[config.mk]
export PLATFORM = sky130hd
export DESIGN_NAME = muldiv_unit_flat
export DESIGN_NICKNAME = d
export VERILOG_FILES = /design/src/rtl/muldiv_pkg.sv /design/src/rtl/muldiv_unit_if.sv /design/src/rtl/div_serial.sv /design/src/rtl/muldiv_unit.sv /design/src/flat_wrapper.sv
export SDC_FILE = /design/constraint.sdc
export NUM_CORES = 2
export LEC_CHECK = 0
export ABC_AREA = 0
export CORE_UTILIZATION = 45
export DETAILED_ROUTE_END_ITERATION = 8
export PLACE_DENSITY = 0.73
export SYNTH_ARGS = -nofsm -noshare
export SYNTH_HDL_FRONTEND = slang
export SYNTH_HIERARCHICAL = 1
export SYNTH_SLANG_ARGS = --single-unit
export TNS_END_PERCENT = 50
[constraint.sdc]
create_clock -name clk -period 9.85 [get_ports clk]
set_input_delay 1.97 -clock clk [delete_from_list [all_inputs] [get_ports clk]]
set_output_delay 1.97 -clock clk [all_outputs]
set_load 0.02 [all_outputs]
[src/rtl/muldiv_pkg.sv]
// Shared definitions for the multiply/divide unit.
// Holds the FSM state encoding, the funct3 opcode values, the funct7 value that
// selects the M extension, and a helper that flags divides needing no iterations.
package muldiv_pkg;

  localparam int unsigned XlenW = 32;

  typedef logic [1:0] state_t;

  localparam state_t StIdle = 2'd0;
  localparam state_t StMul  = 2'd1;
  localparam state_t StDiv  = 2'd2;
  localparam state_t StDone = 2'd3;

  localparam logic [2:0] F3Mul    = 3'b000;
  localparam logic [2:0] F3Mulh   = 3'b001;
  localparam logic [2:0] F3Mulhsu = 3'b010;
  localparam logic [2:0] F3Mulhu  = 3'b011;
  localparam logic [2:0] F3Div    = 3'b100;
  localparam logic [2:0] F3Divu   = 3'b101;
  localparam logic [2:0] F3Rem    = 3'b110;
  localparam logic [2:0] F3Remu   = 3'b111;

  localparam logic [6:0] MULDIV_FUNCT7 = 7'b0000001;

  // Divide by zero, or the single signed overflow case (most negative / -1).
  // Both produce an architecturally fixed result, so the divider is never started.
  function automatic logic div_special(input logic [XlenW-1:0] rs1,
                                       input logic [XlenW-1:0] rs2,
                                       input logic             is_signed);
    logic ovf;
    ovf = is_signed && (rs1 == {1'b1, {(XlenW-1){1'b0}}}) && (rs2 == '1);
    return (rs2 == '0) || ovf;
  endfunction

endpackage

[src/rtl/muldiv_unit_if.sv]
// Request/response bundle for muldiv_unit.
// master: the requester (issues operands, consumes results).
// slave : the unit itself.
// Request : in_valid, in_ready, rs1, rs2, funct3, funct7, rd_in, flush
// Response: out_valid, out_ready, result, rd_out, div_by_zero, busy
interface muldiv_unit_if;
  import muldiv_pkg::*;

  logic             in_valid;
  logic             in_ready;
  logic [XlenW-1:0] rs1;
  logic [XlenW-1:0] rs2;
  logic [2:0]       funct3;
  logic [6:0]       funct7;
  logic [4:0]       rd_in;
  logic             flush;
  logic             out_valid;
  logic             out_ready;
  logic [XlenW-1:0] result;
  logic [4:0]       rd_out;
  logic             div_by_zero;
  logic             busy;

  modport master (
    output in_valid, rs1, rs2, funct3, funct7, rd_in, flush, out_ready,
    input  in_ready, out_valid, result, rd_out, div_by_zero, busy
  );

  modport slave (
    input  in_valid, rs1, rs2, funct3, funct7, rd_in, flush, out_ready,
    output in_ready, out_valid, result, rd_out, div_by_zero, busy
  );

endinterface

[src/rtl/div_serial.sv]
// Radix-2 restoring divider on unsigned magnitudes, one quotient bit per cycle.
// Ports:
//   clk, rst            clock, asynchronous active-high reset
//   start               load operands and begin Width iterations
//   kill                abandon any operation in flight (wins over start)
//   dividend, divisor   unsigned operands, sampled on start
//   quotient, remainder unsigned results, valid while done is high
//   done                high after the final iteration until the next start/kill
module div_serial #(
  parameter int unsigned Width = 32
) (
  input  logic             clk,
  input  logic             rst,
  input  logic             start,
  input  logic             kill,
  input  logic [Width-1:0] dividend,
  input  logic [Width-1:0] divisor,
  output logic [Width-1:0] quotient,
  output logic [Width-1:0] remainder,
  output logic             done
);

  localparam int unsigned CntW = $clog2(Width);

  logic [Width-1:0] rem_q, rem_d;
  logic [Width-1:0] quot_q, quot_d;
  logic [Width-1:0] dvs_q, dvs_d;
  logic [CntW-1:0]  cnt_q, cnt_d;
  logic             run_q, run_d;
  logic             done_q, done_d;

  // Partial remainder with the next dividend bit shifted in. It is always below
  // 2*divisor, so a borrow in diff[Width] means "divisor does not fit".
  logic [Width:0] partial;
  logic [Width:0] diff;

  assign partial = {rem_q, quot_q[Width-1]};
  assign diff    = partial - {1'b0, dvs_q};

  always_comb begin
    rem_d  = rem_q;
    quot_d = quot_q;
    dvs_d  = dvs_q;
    cnt_d  = cnt_q;
    run_d  = run_q;
    done_d = done_q;
    if (kill) begin
      cnt_d  = '0;
      run_d  = 1'b0;
      done_d = 1'b0;
    end else if (start) begin
      rem_d  = '0;
      quot_d = dividend;
      dvs_d  = divisor;
      cnt_d  = '0;
      run_d  = 1'b1;
      done_d = 1'b0;
    end else if (run_q) begin
      rem_d  = diff[Width] ? partial[Width-1:0] : diff[Width-1:0];
      quot_d = {quot_q[Width-2:0], ~diff[Width]};
      cnt_d  = cnt_q + 1'b1;
      if (cnt_q == CntW'(Width - 1)) begin
        run_d  = 1'b0;
        done_d = 1'b1;
      end
    end
  end

  always_ff @(posedge clk or posedge rst) begin
    if (rst) begin
      rem_q  <= '0;
      quot_q <= '0;
      dvs_q  <= '0;
      cnt_q  <= '0;
      run_q  <= 1'b0;
      done_q <= 1'b0;
    end else begin
      rem_q  <= rem_d;
      quot_q <= quot_d;
      dvs_q  <= dvs_d;
      cnt_q  <= cnt_d;
      run_q  <= run_d;
      done_q <= done_d;
    end
  end

  assign quotient  = quot_q;
  assign remainder = rem_q;
  assign done      = done_q;

endmodule

[src/rtl/muldiv_unit.sv]
// RV32M multiply/divide unit with a valid/ready request and response.
// Multiplies complete one cycle after accept; divides use div_serial and complete
// 33 cycles after accept (32 iterations plus sign fix-up). Divide by zero and
// signed overflow bypass the divider and complete in one cycle.
// Ports:
//   clk, rst  clock, asynchronous active-high reset
//   bus       muldiv_unit_if.slave: request (in_valid/in_ready, rs1, rs2, funct3,
//             funct7, rd_in, flush) and response (out_valid/out_ready, result,
//             rd_out, div_by_zero, busy)
module muldiv_unit
  import muldiv_pkg::*;
#(
  parameter int unsigned XLEN = 32  // only 32 is supported
) (
  input  logic         clk,
  input  logic         rst,
  muldiv_unit_if.slave bus
);

  state_t            state_q, state_d;
  logic [XLEN-1:0]   rs1_q, rs1_d;
  logic [XLEN-1:0]   rs2_q, rs2_d;
  logic [2:0]        f3_q, f3_d;
  logic              ok_q, ok_d;       // funct7 selected the M extension
  logic [4:0]        rd_q, rd_d;
  logic [XLEN-1:0]   result_q, result_d;
  logic              dbz_q, dbz_d;

  logic              out_valid;
  logic              accept;
  logic              req_ok;
  logic              req_div;
  logic              req_signed;
  logic [XLEN-1:0]   dvd_mag;
  logic [XLEN-1:0]   dvs_mag;
  logic              div_start;
  logic              div_done;
  logic [XLEN-1:0]   div_quot;
  logic [XLEN-1:0]   div_rem;

  // Request decode straight off the bus, used on the accept edge.
  assign out_valid  = (state_q == StDone);
  assign accept     = bus.in_valid && (state_q == StIdle) && !bus.flush;
  assign req_ok     = (bus.funct7 == MULDIV_FUNCT7);
  assign req_div    = req_ok && ((bus.funct3 == F3Div) || (bus.funct3 == F3Divu) ||
                                 (bus.funct3 == F3Rem) || (bus.funct3 == F3Remu));
  assign req_signed = (bus.funct3 == F3Div) || (bus.funct3 == F3Rem);
  assign dvd_mag    = (req_signed && bus.rs1[XLEN-1]) ? -bus.rs1 : bus.rs1;
  assign dvs_mag    = (req_signed && bus.rs2[XLEN-1]) ? -bus.rs2 : bus.rs2;
  assign div_start  = accept && req_div && !div_special(bus.rs1, bus.rs2, req_signed);

  div_serial #(
    .Width (XLEN)
  ) u_div (
    .clk       (clk),
    .rst       (rst),
    .start     (div_start),
    .kill      (bus.flush),
    .dividend  (dvd_mag),
    .divisor   (dvs_mag),
    .quotient  (div_quot),
    .remainder (div_rem),
    .done      (div_done)
  );

  // Multiply: sign-extend both operands to 2*XLEN; the low 2*XLEN bits of the
  // product are then correct for every signedness combination. MUL takes the low
  // half, which does not depend on the extension chosen.
  logic              a_signed;
  logic              b_signed;
  logic [2*XLEN-1:0] mul_a;
  logic [2*XLEN-1:0] mul_b;
  logic [2*XLEN-1:0] product;
  logic [XLEN-1:0]   mul_res;

  assign a_signed = (f3_q != F3Mulhu);
  assign b_signed = (f3_q != F3Mulhu) && (f3_q != F3Mulhsu);
  assign mul_a    = {{XLEN{a_signed && rs1_q[XLEN-1]}}, rs1_q};
  assign mul_b    = {{XLEN{b_signed && rs2_q[XLEN-1]}}, rs2_q};
  assign product  = mul_a * mul_b;
  assign mul_res  = (f3_q == F3Mul) ? product[XLEN-1:0] : product[2*XLEN-1:XLEN];

  // Divide result selection and sign fix-up.
  logic            div_signed;
  logic            rem_sel;
  logic            special_q;
  logic            q_neg;
  logic            r_neg;
  logic [XLEN-1:0] fix_res;
  logic [XLEN-1:0] special_res;

  assign div_signed  = (f3_q == F3Div) || (f3_q == F3Rem);
  assign rem_sel     = (f3_q == F3Rem) || (f3_q == F3Remu);
  assign special_q   = div_special(rs1_q, rs2_q, div_signed);
  assign q_neg       = div_signed && (rs1_q[XLEN-1] ^ rs2_q[XLEN-1]);
  assign r_neg       = div_signed && rs1_q[XLEN-1];
  assign fix_res     = rem_sel ? (r_neg ? -div_rem : div_rem)
                               : (q_neg ? -div_quot : div_quot);
  // Zero divisor: quotient all ones, remainder = dividend.
  // Overflow: quotient = dividend (most negative), remainder 0.
  assign special_res = (rs2_q == '0) ? (rem_sel ? rs1_q : '1)
                                     : (rem_sel ? '0 : rs1_q);

  always_comb begin
    state_d  = state_q;
    rs1_d    = rs1_q;
    rs2_d    = rs2_q;
    f3_d     = f3_q;
    ok_d     = ok_q;
    rd_d     = rd_q;
    result_d = result_q;
    dbz_d    = dbz_q;
    if (bus.flush) begin
      state_d = StIdle;
      dbz_d   = 1'b0;
    end else begin
      case (state_q)
        StIdle: begin
          if (accept) begin
            rs1_d   = bus.rs1;
            rs2_d   = bus.rs2;
            f3_d    = bus.funct3;
            ok_d    = req_ok;
            rd_d    = bus.rd_in;
            // Non-M encodings travel the multiply path and return zero.
            state_d = req_div ? StDiv : StMul;
          end
        end
        StMul: begin
          result_d = ok_q ? mul_res : '0;
          dbz_d    = 1'b0;
          state_d  = StDone;
        end
        StDiv: begin
          if (special_q) begin
            result_d = special_res;
            dbz_d    = (rs2_q == '0);
            state_d  = StDone;
          end else if (div_done) begin
            result_d = fix_res;
            dbz_d    = 1'b0;
            state_d  = StDone;
          end
        end
        StDone: begin
          if (bus.out_ready) begin
            state_d = StIdle;
            dbz_d   = 1'b0;
          end
        end
        default: state_d = StIdle;
      endcase
    end
  end

  always_ff @(posedge clk or posedge rst) begin
    if (rst) begin
      state_q  <= StIdle;
      rs1_q    <= '0;
      rs2_q    <= '0;
      f3_q     <= '0;
      ok_q     <= 1'b0;
      rd_q     <= '0;
      result_q <= '0;
      dbz_q    <= 1'b0;
    end else begin
      state_q  <= state_d;
      rs1_q    <= rs1_d;
      rs2_q    <= rs2_d;
      f3_q     <= f3_d;
      ok_q     <= ok_d;
      rd_q     <= rd_d;
      result_q <= result_d;
      dbz_q    <= dbz_d;
    end
  end

  assign bus.in_ready    = (state_q == StIdle);
  assign bus.busy        = (state_q != StIdle);
  assign bus.out_valid   = out_valid;
  assign bus.result      = result_q;
  assign bus.rd_out      = rd_q;
  assign bus.div_by_zero = dbz_q && out_valid;

endmodule

[src/flat_wrapper.sv]
// flat-port wrapper written by rule: the top's interface ports become plain ports
module muldiv_unit_flat import muldiv_pkg::*;
#(
  parameter int unsigned XLEN = 32                         
)
  (clk, rst, bus_in_valid, bus_rs1, bus_rs2, bus_funct3, bus_funct7, bus_rd_in, bus_flush, bus_out_ready, bus_in_ready, bus_out_valid, bus_result, bus_rd_out, bus_div_by_zero, bus_busy);
  muldiv_unit_if bus_i ();
  input  logic clk;
  input  logic rst;
  input wire logic [$bits(bus_i.in_valid)-1:0] bus_in_valid;
  input wire logic [$bits(bus_i.rs1)-1:0] bus_rs1;
  input wire logic [$bits(bus_i.rs2)-1:0] bus_rs2;
  input wire logic [$bits(bus_i.funct3)-1:0] bus_funct3;
  input wire logic [$bits(bus_i.funct7)-1:0] bus_funct7;
  input wire logic [$bits(bus_i.rd_in)-1:0] bus_rd_in;
  input wire logic [$bits(bus_i.flush)-1:0] bus_flush;
  input wire logic [$bits(bus_i.out_ready)-1:0] bus_out_ready;
  output wire logic [$bits(bus_i.in_ready)-1:0] bus_in_ready;
  output wire logic [$bits(bus_i.out_valid)-1:0] bus_out_valid;
  output wire logic [$bits(bus_i.result)-1:0] bus_result;
  output wire logic [$bits(bus_i.rd_out)-1:0] bus_rd_out;
  output wire logic [$bits(bus_i.div_by_zero)-1:0] bus_div_by_zero;
  output wire logic [$bits(bus_i.busy)-1:0] bus_busy;
  assign bus_i.in_valid = bus_in_valid;
  assign bus_i.rs1 = bus_rs1;
  assign bus_i.rs2 = bus_rs2;
  assign bus_i.funct3 = bus_funct3;
  assign bus_i.funct7 = bus_funct7;
  assign bus_i.rd_in = bus_rd_in;
  assign bus_i.flush = bus_flush;
  assign bus_i.out_ready = bus_out_ready;
  assign bus_in_ready = bus_i.in_ready;
  assign bus_out_valid = bus_i.out_valid;
  assign bus_result = bus_i.result;
  assign bus_rd_out = bus_i.rd_out;
  assign bus_div_by_zero = bus_i.div_by_zero;
  assign bus_busy = bus_i.busy;
  muldiv_unit #(.XLEN(XLEN)) u_core (.clk(clk), .rst(rst), .bus(bus_i));
endmodule
==> summary.txt <==
status: finished clean
Yosys cell types: 79
Vias/cell: 5.609
die area: 116400 um2
Crit. Startpoint: u_core/rs1_q[31]$_DFFE_PP0P_
Slew Viols, Final: 0
TritonCTS clock tree: done
Worst-path clk slew: 70 ps
number of buffers created by CTS: 25
R2R Setup Slk: 660 ps
RSZ-0062 raised after global routing: no
global-route usage over all layers: 27.78%
Starting Density: 45.34%
post-synthesis sequential area ratio: 10.20%
max incr delay on CP: 660 ps
largest net degree at the start of global routing: 74
DIE WIDTH: 341.2 um
share of cells above drive strength 1: 4.903%
yosys warns: 6
CP Buf/Inv Count: 3
antenna violations before repair: 11
fraction of the cycle the final worst path needs: 93.32%
total gr overflow: 0
Mean Syn Cell Area: 8.921 um2
Hold WC Path Type: flip-flop to flip-flop
area of the multi-input gates: 40890 um2
WHS Path Cells: 2
crit end category: flip-flop
top_reg_cell synth: dfrtp_1
Setup CP Type: flip-flop to flip-flop
Synth area leader: fa_1
Worst Tran Pin Value: 1214 ps
number of fill cells: 10650
vias in the first global route: 43950
min Tclk post-route: 9192 ps
Worst path slowest cell: dfrtp_2
Area contributors post-synth: fa_1 (44%), dfrtp_1 (10%), inv_1 (8.3%)
Mapped Cells: 5803
Root Buffer: clkbuf_16
CP arrival: 9620 ps
first-pass GRT wire length: 250.1 mm
worst r2r dst: u_core/bus.result[31]$_DFFE_PP0P_
Post-CTS Resized: 0
DRT Wirelength: 157.1 mm
crit path max fanout: 26
Post-DRT Antenna Nets: 0
FFs w/ async S/R, synth: 100.0%
f_max: 108.8 MHz
Worst Skew: 24.15 ps
CP Launch Type: flip-flop
setup TNS: 0 ps
Reg area: 5290 um2
Skew-Pair Late Insertion Delay: 580 ps
IO Port Bufs: 124
clk sinks: 211
vias: 40760
gpl congestion: 0.9762
Net Count, Synth: 7269
DRC errors left: 0
Pre-antenna DRT Iters: 6
worst r2r path cells: 26
Area Growth Syn to Fin: 7.250%
H-tree depth: 1
hpwl dp: 129.0 mm
Syn Std Cell Area: 51770 um2
worst-case clock buffer depth: 3
Top delay family on crit path: adder cells
Crit Reg-Reg Startpoint: u_core/rs1_q[31]$_DFFE_PP0P_
final hold violation count: 0
FP Rows: 124
CTS Hold Bufs: 0
core area: 114200 um2
die extent in y: 341.2 um
Critical Path RT: 10280 ps
Post-layout nets: 7199
post-synth top area share: 43.54%
Post-synth EDFFs: 0
hold-critical path endpoint: u_core/bus.result[4]$_DFFE_PP0P_
mean routed wirelength per cell: 21.62 um
Post CTS Setup Buffer Count: 0
initial DRC count: 3641
FF+latch count, synth: 211
Slew HR: 19.06%
Final Setup Violations: 0
Max Cap Violations: 0
most used cell, CP: fa_1
min-delay src: u_core/bus.result[4]$_DFFE_PP0P_
I/O Pins: 125
-- per-stage QoR --
step           cells  worst slack, ps  hold slack (ps)  utilization, %  cell area, um2
2_1_floorplan   5803             1742            484.9               -           51770
3_3_place_gp    7218            885.9            464.5           47.87           54660
3_5_place_dp    7218            734.2            479.8           47.87           54660
4_1_cts         7264            719.5            492.2           48.62           55520
5_1_grt         7264            259.9            518.4           48.62           55520
6_report        7267            658.3            482.1           48.62           55520
-- layout make-up --
| class | instances | share of cell area (%) |
|---|---|---|
| timing repair buffer | 251 | 4.088 |
| sequential | 211 | 9.527 |
| clock inverter | 11 | 0.2253 |
| multi-input combinational | 4095 | 73.64 |
| tap | 1512 | 3.407 |
| inverter | 1149 | 7.777 |
| antenna | 3 | 0.01352 |
| clock buffer | 35 | 1.321 |
-- worst min-delay path: stages (launching register included) --
cell	delay, ps
dfrtp_1	340
nand2_1	40
o21ai_0	60
-- state kept, by name, summed over array words and instances, names as in the netlist --
signal,flops
u_core/u_div/done,1
u_core/u_div/remainder,32
u_core/state_q,2
u_core/rs1_q,32
u_core/u_div/quotient,32
u_core/dbz_q,1
u_core/bus.result,32
u_core/ok_q,1
u_core/u_div/cnt_q,5
u_core/u_div/dvs_q,32
u_core/u_div/run_q,1
u_core/rs2_q,32
u_core/bus.rd_out,5
u_core/f3_q,3
-- layer usage --
metal	vias to the layer above	track usage [%]	part of all wire, %
met1	20900	35.57	38
li1	17460	-	-
met4	14	11.22	4.5
met5	-	0	0.050
met3	410	5.533	9.7
met2	1983	46.15	48
-- worst max-delay path by stage --
| stage | slack (ps) | depth (start not counted) | end |
|---|---|---|---|
| 6_report | 660 | 26 | u_core/bus.result[31]$_DFFE_PP0P_ |
| 5_1_grt | 260 | 26 | u_core/bus.result[31]$_DFFE_PP0P_ |
| 4_1_cts | 720 | 26 | u_core/bus.result[31]$_DFFE_PP0P_ |
| 3_5_place_dp | 730 | 26 | u_core/bus.result[31]$_DFFE_PP0P_ |
| 2_1_floorplan | 1740 | 29 | u_core/bus.result[31]$_DFFE_PP0P_ |
| 3_3_place_gp | 890 | 26 | u_core/bus.result[10]$_DFFE_PP0P_ |
-- cells in the mapped netlist, drive strengths merged, types with 30 or more instances --
master and number:
inv 1149, fa 1126, nand2 1002, clkbuf 330, and2 326, ha 256
o21ai 237, dfrtp 211, a21oi 170, nor2 152, xor2 110, xnor2 109
mux2 64, mux2i 40, and3 33, nand4 33, nor3 31, o211ai 31
nand3 30
-- cell families (layout without fill, tap and decap cells) --
family                     Yosys count  after routing  share of synthesized area [%]
AOI/OAI and AO/OA                  653            653                          7.838
muxes                              104            104                          2.165
xor gates and xnor gates           219            219                          3.705
other                                0              3                              0
buffers and inverters             1497           1446                          10.96
DFF                                211            211                          10.20
adders and majority gates         1382           1382                          49.73
and+or+nand+nor                   1737           1737                          15.41
-- placed cells by master (no fill, tap or decap), types with 17 or more instances in the layout --
| master | instances |
|---|---|
| a21o_1 | 29 |
| a21oi_1 | 168 |
| and2_1 | 326 |
| and3_1 | 33 |
| buf_4 | 121 |
| clkbuf_16 | 25 |
| clkdlybuf4s50_1 | 124 |
| dfrtp_1 | 203 |
| fa_1 | 1126 |
| ha_1 | 256 |
| inv_1 | 1147 |
| mux2_2 | 64 |
| mux2i_1 | 40 |
| nand2_1 | 1001 |
| nand2b_1 | 24 |
| nand3_1 | 30 |
| nand4_1 | 33 |
| nor2_1 | 150 |
| nor3_1 | 29 |
| nor4_1 | 28 |
| o211ai_1 | 29 |
| o21ai_0 | 203 |
| o21ai_1 | 34 |
| o31ai_1 | 20 |
| or2_2 | 17 |
| or3_1 | 18 |
| xnor2_1 | 109 |
| xor2_1 | 109 |
Power is not shown: default switching activity piles up to over one toggle a cycle in this logic, so the estimate is an artifact.
